--- config.mk ---
export PLATFORM = sky130hd
export DESIGN_NAME = pwm_duty_sequencer
export DESIGN_NICKNAME = d
export VERILOG_FILES = /design/src/rtl/pwm_ctrl_pkg.sv /design/src/rtl/pwm_period_counter.sv /design/src/rtl/pwm_duty_sequencer.sv
export SDC_FILE = /design/constraint.sdc
export NUM_CORES = 1
export LEC_CHECK = 0
export BUFFER_PORTS_ARGS = -buffer_cell sky130_fd_sc_hd__buf_2
export CORE_MARGIN = 3
export CORE_UTILIZATION = 32
export DETAILED_ROUTE_END_ITERATION = 6
export PLACE_DENSITY = 0.61
export SLEW_MARGIN = 20
export SYNTH_ARGS = -nofsm -noshare
export SYNTH_HDL_FRONTEND = slang
export SYNTH_SLANG_ARGS = --single-unit
--- constraint.sdc ---
create_clock -name cLK -period 4.6 [get_ports cLK]
set_input_delay 0.23 -clock cLK [delete_from_list [all_inputs] [get_ports cLK]]
set_output_delay 0.23 -clock cLK [all_outputs]
set_load 0.03 [all_outputs]
--- src/rtl/pwm_ctrl_pkg.sv ---
// pwm_ctrl_pkg
//   Shared constants for the PWM duty sequencer slice: FSM state codes,
//   default datapath width and the last counter value of a default-width
//   period.
//   Optional feature macro used by the slice: PWM_SOFTSTART_EN.
package pwm_ctrl_pkg;

  localparam int DEFAULT_WIDTH = 4;
  localparam int CNT_MAX       = (1 << DEFAULT_WIDTH) - 1;

  // State codes are observable on the state port, so the encoding is fixed.
  localparam logic [1:0] OFF   = 2'd0;
  localparam logic [1:0] RAMP  = 2'd1;
  localparam logic [1:0] TRACK = 2'd2;
  localparam logic [1:0] DRAIN = 2'd3;

endpackage

--- src/rtl/pwm_period_counter.sv ---
// pwm_period_counter
//   Free-running period counter for the PWM compare stage. It counts
//   0..LAST and wraps back to 0; clear has priority over enable.
// Ports
//   cLK    in   1      clock, rising edge
//   rST_n  in   1      synchronous reset, active-low
//   clr    in   1      force the count to 0 on the next edge
//   en     in   1      advance the count by one on the next edge
//   cnt    out  WIDTH  current count
//   wrap   out  1      high while cnt == LAST (last cycle of the period)
module pwm_period_counter
  import pwm_ctrl_pkg::*;
#(
  parameter int WIDTH = DEFAULT_WIDTH,
  parameter int LAST  = CNT_MAX
) (
  input  logic             cLK,
  input  logic             rST_n,
  input  logic             clr,
  input  logic             en,
  output logic [WIDTH-1:0] cnt,
  output logic             wrap
);

  localparam logic [WIDTH-1:0] LAST_CODE = LAST[WIDTH-1:0];

  // Counter register; the natural binary rollover provides the wrap when
  // LAST is the all-ones code, which is how the sequencer uses it.
  always_ff @(posedge cLK) begin
    if (!rST_n || clr) begin
      cnt <= '0;
    end else if (en) begin
      cnt <= cnt + 1'b1;
    end
  end

  assign wrap = (cnt == LAST_CODE);

endmodule

--- src/rtl/pwm_duty_sequencer.sv ---
// pwm_duty_sequencer
//   Controller for the PWM generator datapath. Owns the period counter,
//   captures ADC duty requests into a target register and moves the applied
//   duty toward it only on the last cycle of a period, so the compare stage
//   never sees a duty change mid-period. Handles soft-start/soft-stop ramping
//   and the OFF/RAMP/TRACK/DRAIN enable sequence.
// Configuration
//   PWM_SOFTSTART_EN defined  : duty moves by STEP per period.
//   PWM_SOFTSTART_EN undefined: duty jumps to its destination at the next
//                               period boundary; STEP has no effect.
// Ports
//   cLK           in   1      clock, rising edge
//   rST_n         in   1      synchronous reset, active-low
//   en            in   1      1 = run and ramp to target, 0 = drain to 0
//   adc           in   WIDTH  requested duty code
//   adc_vld       in   1      strobe: capture adc into target
//   duty          out  WIDTH  duty code applied this period
//   cnt           out  WIDTH  period counter to the compare stage
//   period_start  out  1      high on the last cycle of a period
//   at_target     out  1      duty equals target while tracking
//   state         out  2      current FSM state code
module pwm_duty_sequencer
  import pwm_ctrl_pkg::*;
#(
  parameter int WIDTH = DEFAULT_WIDTH,
  parameter int STEP  = 1
) (
  input  logic             cLK,
  input  logic             rST_n,
  input  logic             en,
  input  logic [WIDTH-1:0] adc,
  input  logic             adc_vld,
  output logic [WIDTH-1:0] duty,
  output logic [WIDTH-1:0] cnt,
  output logic             period_start,
  output logic             at_target,
  output logic [1:0]       state
);

`ifdef PWM_SOFTSTART_EN
  localparam logic [WIDTH:0] EFF_STEP = (WIDTH+1)'(STEP);
`else
  // A full-scale step always lands on the destination in one boundary.
  // Any legal STEP fits inside the all-ones low bits, so folding it in
  // leaves the step at full scale.
  localparam logic [WIDTH:0] FULL_STEP = {1'b0, {WIDTH{1'b1}}};
  localparam logic [WIDTH:0] EFF_STEP  = FULL_STEP | (WIDTH+1)'(STEP);
`endif

  logic [WIDTH-1:0] target;
  logic [WIDTH-1:0] dest;
  logic [WIDTH-1:0] duty_stepped;
  logic [WIDTH-1:0] duty_next;
  logic [WIDTH:0]   up_sum;
  logic [1:0]       state_next;
  logic             boundary;

  pwm_period_counter #(
    .WIDTH (WIDTH),
    .LAST  ((1 << WIDTH) - 1)
  ) u_counter (
    .cLK   (cLK),
    .rST_n (rST_n),
    .clr   (state == OFF),
    .en    (state != OFF),
    .cnt   (cnt),
    .wrap  (boundary)
  );

  assign period_start = boundary;
  assign at_target    = (state == TRACK) && (duty == target);

  // One saturating step toward the destination. The sums are one bit wider
  // than the duty so the comparison sees the true value before clamping;
  // that is what keeps the duty from overshooting or wrapping.
  assign dest   = (state == DRAIN) ? '0 : target;
  assign up_sum = {1'b0, duty} + EFF_STEP;

  always_comb begin
    duty_stepped = duty;
    if (duty < dest) begin
      duty_stepped = (up_sum > {1'b0, dest}) ? dest : up_sum[WIDTH-1:0];
    end else if (duty > dest) begin
      if ({1'b0, duty} >= ({1'b0, dest} + EFF_STEP)) begin
        duty_stepped = duty - EFF_STEP[WIDTH-1:0];
      end else begin
        duty_stepped = dest;
      end
    end
  end

  // Sequencing. Duty only changes on a boundary cycle. The en level
  // overrides whatever the boundary would have chosen, so a change of en is
  // always honoured on the very next cycle. TRACK and RAMP share one rule:
  // after stepping, the state says whether the duty has landed on target.
  always_comb begin
    state_next = state;
    duty_next  = duty;
    case (state)
      OFF: begin
        if (en) state_next = RAMP;
      end
      RAMP, TRACK: begin
        if (boundary) begin
          duty_next  = duty_stepped;
          state_next = (duty_stepped == target) ? TRACK : RAMP;
        end
        if (!en) state_next = DRAIN;
      end
      DRAIN: begin
        if (boundary) begin
          duty_next = duty_stepped;
          if (duty_stepped == '0) state_next = OFF;
        end
        if (en) state_next = RAMP;
      end
      default: state_next = OFF;
    endcase
  end

  // Target is captured on every strobe regardless of state. A strobe on a
  // boundary cycle lands after that boundary has already used the old value.
  always_ff @(posedge cLK) begin
    if (!rST_n) begin
      state  <= OFF;
      duty   <= '0;
      target <= '0;
    end else begin
      state <= state_next;
      duty  <= duty_next;
      if (adc_vld) target <= adc;
    end
  end

endmodule
==> run metrics <==
status completed; top cells by count, synth ha_1 (18), nor2_1 (18), dfxtp_1 (14); number of DRC markers in iteration 0 roughly 110; Mapped Cells 190; Synth area leader dfxtp_1; Final setup violation count 0; Worst path slowest cell or4_4; slew margin rel. 0.6255; setup tns final 0 ns; combinational power share 0.385; die area 5652 um^2; Hold Startpoint adc[1]; WP buf/inv 0; vias in the first global route 1275; remaining antenna violation count 0; Fin Hold WS 0.2261 ns; Final nets 233; Final HPWL DP around 3000 um; Worst R2R Setup Slack 0.76 ns; crit path kind flip-flop to flip-flop; Post-Syn Area 1531 um^2; TritonCTS Buffers 3; FFs w/ async S/R, synth 0; Post-CTS Setup Bufs 0; FF-to-FF Start state[1]$_SDFFE_PN0P_; clock sinks 14; min Tclk post-route 3.838 ns; Routed Wire Length 3860 um; Area growth syn-to-layout 11.19%; Worst-Margin Slew between 0.5 and 0.6 ns; Die W 75.18 um; arrival time at the worst endpoint ~4.0 ns; filler cell count in the final layout around 460; clk slew on worst S/H paths about 0.05 ns; r2r endpoint state[0]$_SDFFE_PN0P_; Yosys reg bits 14; CP peak stage delay 0.50 ns; Pre-antenna DRT Iters 4; antenna cells 0; # resized after CTS 0; Initial Utilization 0.3423; first-pass GRT wire length 6389 um; Root Driver clkbuf_8; GRT Total Usage 0.1469; CTS tree yes; Yosys Warn Count 0; Cell variety after synth 50; clk_lat worst skew approximately 0.24 ns; number of flops mapped to enable cells by yosys 0; Core Box Area 4474 um^2; Area contributors post-synth dfxtp_1 (18%), ha_1 (15%), xor2_1 (4.6%), nor2_1 (4.4%), mux2i_1 (3.9%); RSZ-0062 raised after global routing false; CTS H-tree depth 1; placed insts 254; Row Count 24; Vias/cell 5.502; deepest clock path buffer count 2; Synth top area share 0.1830; routed vias 1414; largest net degree at the start of global routing 15; Switching Share 0.3633; layout cell share with drive strength beyond 1 0.1854; Crit path max-delay family simple AND/OR/NAND/NOR gates; worst-path cell chain ha_1 > nand2b_1 > ha_1 > and3_1 > and3_1 > a41oi_2 > mux2_4 > or4_4 > o32ai_4 > a211oi_1 > a311oi_1; post-synthesis sequential area ratio 0.1830; Final Hold Fails 0; max_cap viols 0; CTS Hold Bufs 0; fin crit share 0.8343; CP Capture Type flip-flop; FF-to-FF path depth 11; initial antenna violation count 0; Final Max Tran Viols 0; Leakage ~0.75 nW; top_reg_cell synth dfxtp_1; clock share of power 0.253; Critical Path RT 4.75 ns; Pwr per Cell Area around 220 nW/um^2; mean post-synth cell area 8.060 um^2; clk_skew roughly 0.00063 ns; Max VDD drop 123.0 uV; Cell Int Power roughly 0.24 mW; Ports 20; # DRC 0; routed len/inst roughly 15 um; Worst setup SP type flip-flop; Port Buffers 19; P_sw around 0.14 mW; Worst Hold Path Cells 3; die height 75.18 um; Finished Layout Cells around 260; critical path peak fanout 14; grt ovf 0; hold worst-path end target[1]$_SDFFE_PN0P_; Synth Net Count 216; sequential share of power 0.362; HP Class primary input to flip-flop; fmax 260.6 MHz; GP Congestion 0.8720
[cell usage in the layout, fill, tap and decap left out, types with 2 or more instances in the layout]
master	instances
xor2_1	8
nor3_1	9
o211ai_1	2
buf_2	19
o2111ai_1	2
nand2_1	11
buf_4	2
a311oi_1	2
a211oi_1	3
dfxtp_1	14
o32ai_1	2
nor2_1	18
and3_1	3
xnor2_1	5
nand3b_1	3
o21ai_0	6
a21o_2	3
ha_1	18
mux2i_1	6
o31a_1	2
nand2b_1	6
nand3_1	10
a21oi_1	9
or3_1	2
inv_1	12
clkbuf_8	3
o22ai_1	2
[worst max path at each step]
stage	start	end	slack, ns	cells after the start
2_1_floorplan	duty[0]$_SDFFE_PN0P_	state[0]$_SDFFE_PN0P_	0.97	13
3_3_place_gp	duty[0]$_SDFFE_PN0P_	state[0]$_SDFFE_PN0P_	0.74	12
3_5_place_dp	state[1]$_SDFFE_PN0P_	state[0]$_SDFFE_PN0P_	0.76	11
4_1_cts	state[1]$_SDFFE_PN0P_	state[0]$_SDFFE_PN0P_	0.76	11
5_1_grt	state[0]$_SDFFE_PN0P_	state[0]$_SDFFE_PN0P_	0.44	13
6_report	state[1]$_SDFFE_PN0P_	state[0]$_SDFFE_PN0P_	0.76	11
[cells by family (layout without fill, tap and decap cells)]
family / after synthesis / count (layout) / synth area share
AOI/OAI and AO/OA: 42 / 42 / 0.2173
adders and majority gates: 18 / 18 / 0.1471
DFF: 14 / 14 / 0.1830
and+or+nand+nor: 74 / 74 / 0.2680
xor gates and xnor gates: 13 / 13 / 0.07435
buffers and inverters: 22 / 37 / 0.06127
muxes: 7 / 7 / 0.04902
[worst min-delay path: cells and delay by family]
family	cells	cell delay (ns)
buffers and inverters	1	0.08
muxes	1	0.05
and+or+nand+nor	1	0.07
[registers in the layout, summed over array words and instances, names as in the netlist]
register       flops
target             4
state              2
u_counter.cnt      4
duty               4
[power groups by stage]
stage	combinational, mW	sequential, mW	clock, mW
after floorplan	0.107	0.146	0
after global placement	0.146	0.140	0
after detailed placement	0.147	0.140	0
after CTS	0.147	0.138	0.0996
after global routing	0.166	0.139	0.106
final	0.147	0.138	0.0965
[per-layer routing]
| layer | up-vias | GRT usage | wire, um |
|---|---|---|---|
| met4 | 0 | 0.01748 | 32 |
| met2 | 45 | 0.2205 | 1745 |
| met5 | - | 0 | 0 |
| met1 | 636 | 0.2210 | 1859 |
| met3 | 4 | 0.03204 | 223 |
| li1 | 729 | - | - |
[per-stage QoR]
step / power [mW] / utilization / cell area [um^2] / setup slack (ns)
finish: 0.3816 / 0.3806 / 1703 / 0.7620
global route: 0.4112 / 0.3806 / 1703 / 0.4394
CTS: 0.3846 / 0.3806 / 1703 / 0.7584
detailed placement: 0.2871 / 0.3714 / 1662 / 0.7649
global placement: 0.2864 / 0.3714 / 1662 / 0.7363
floorplan: 0.2522 / - / 1531 / 0.9674
[final cells by class]
| cell class | instances | area, um^2 | area share |
|---|---|---|---|
| Clock buffer | 3 | 41.29 | 0.02425 |
| Inverter | 13 | 48.80 | 0.02866 |
| Multi-Input combinational cell | 154 | 1157 | 0.6796 |
| Sequential cell | 14 | 280.3 | 0.1646 |
| Tap cell | 52 | 65.06 | 0.03821 |
| Timing Repair Buffer | 21 | 110.1 | 0.06466 |
(Power assumes the default switching activity.)
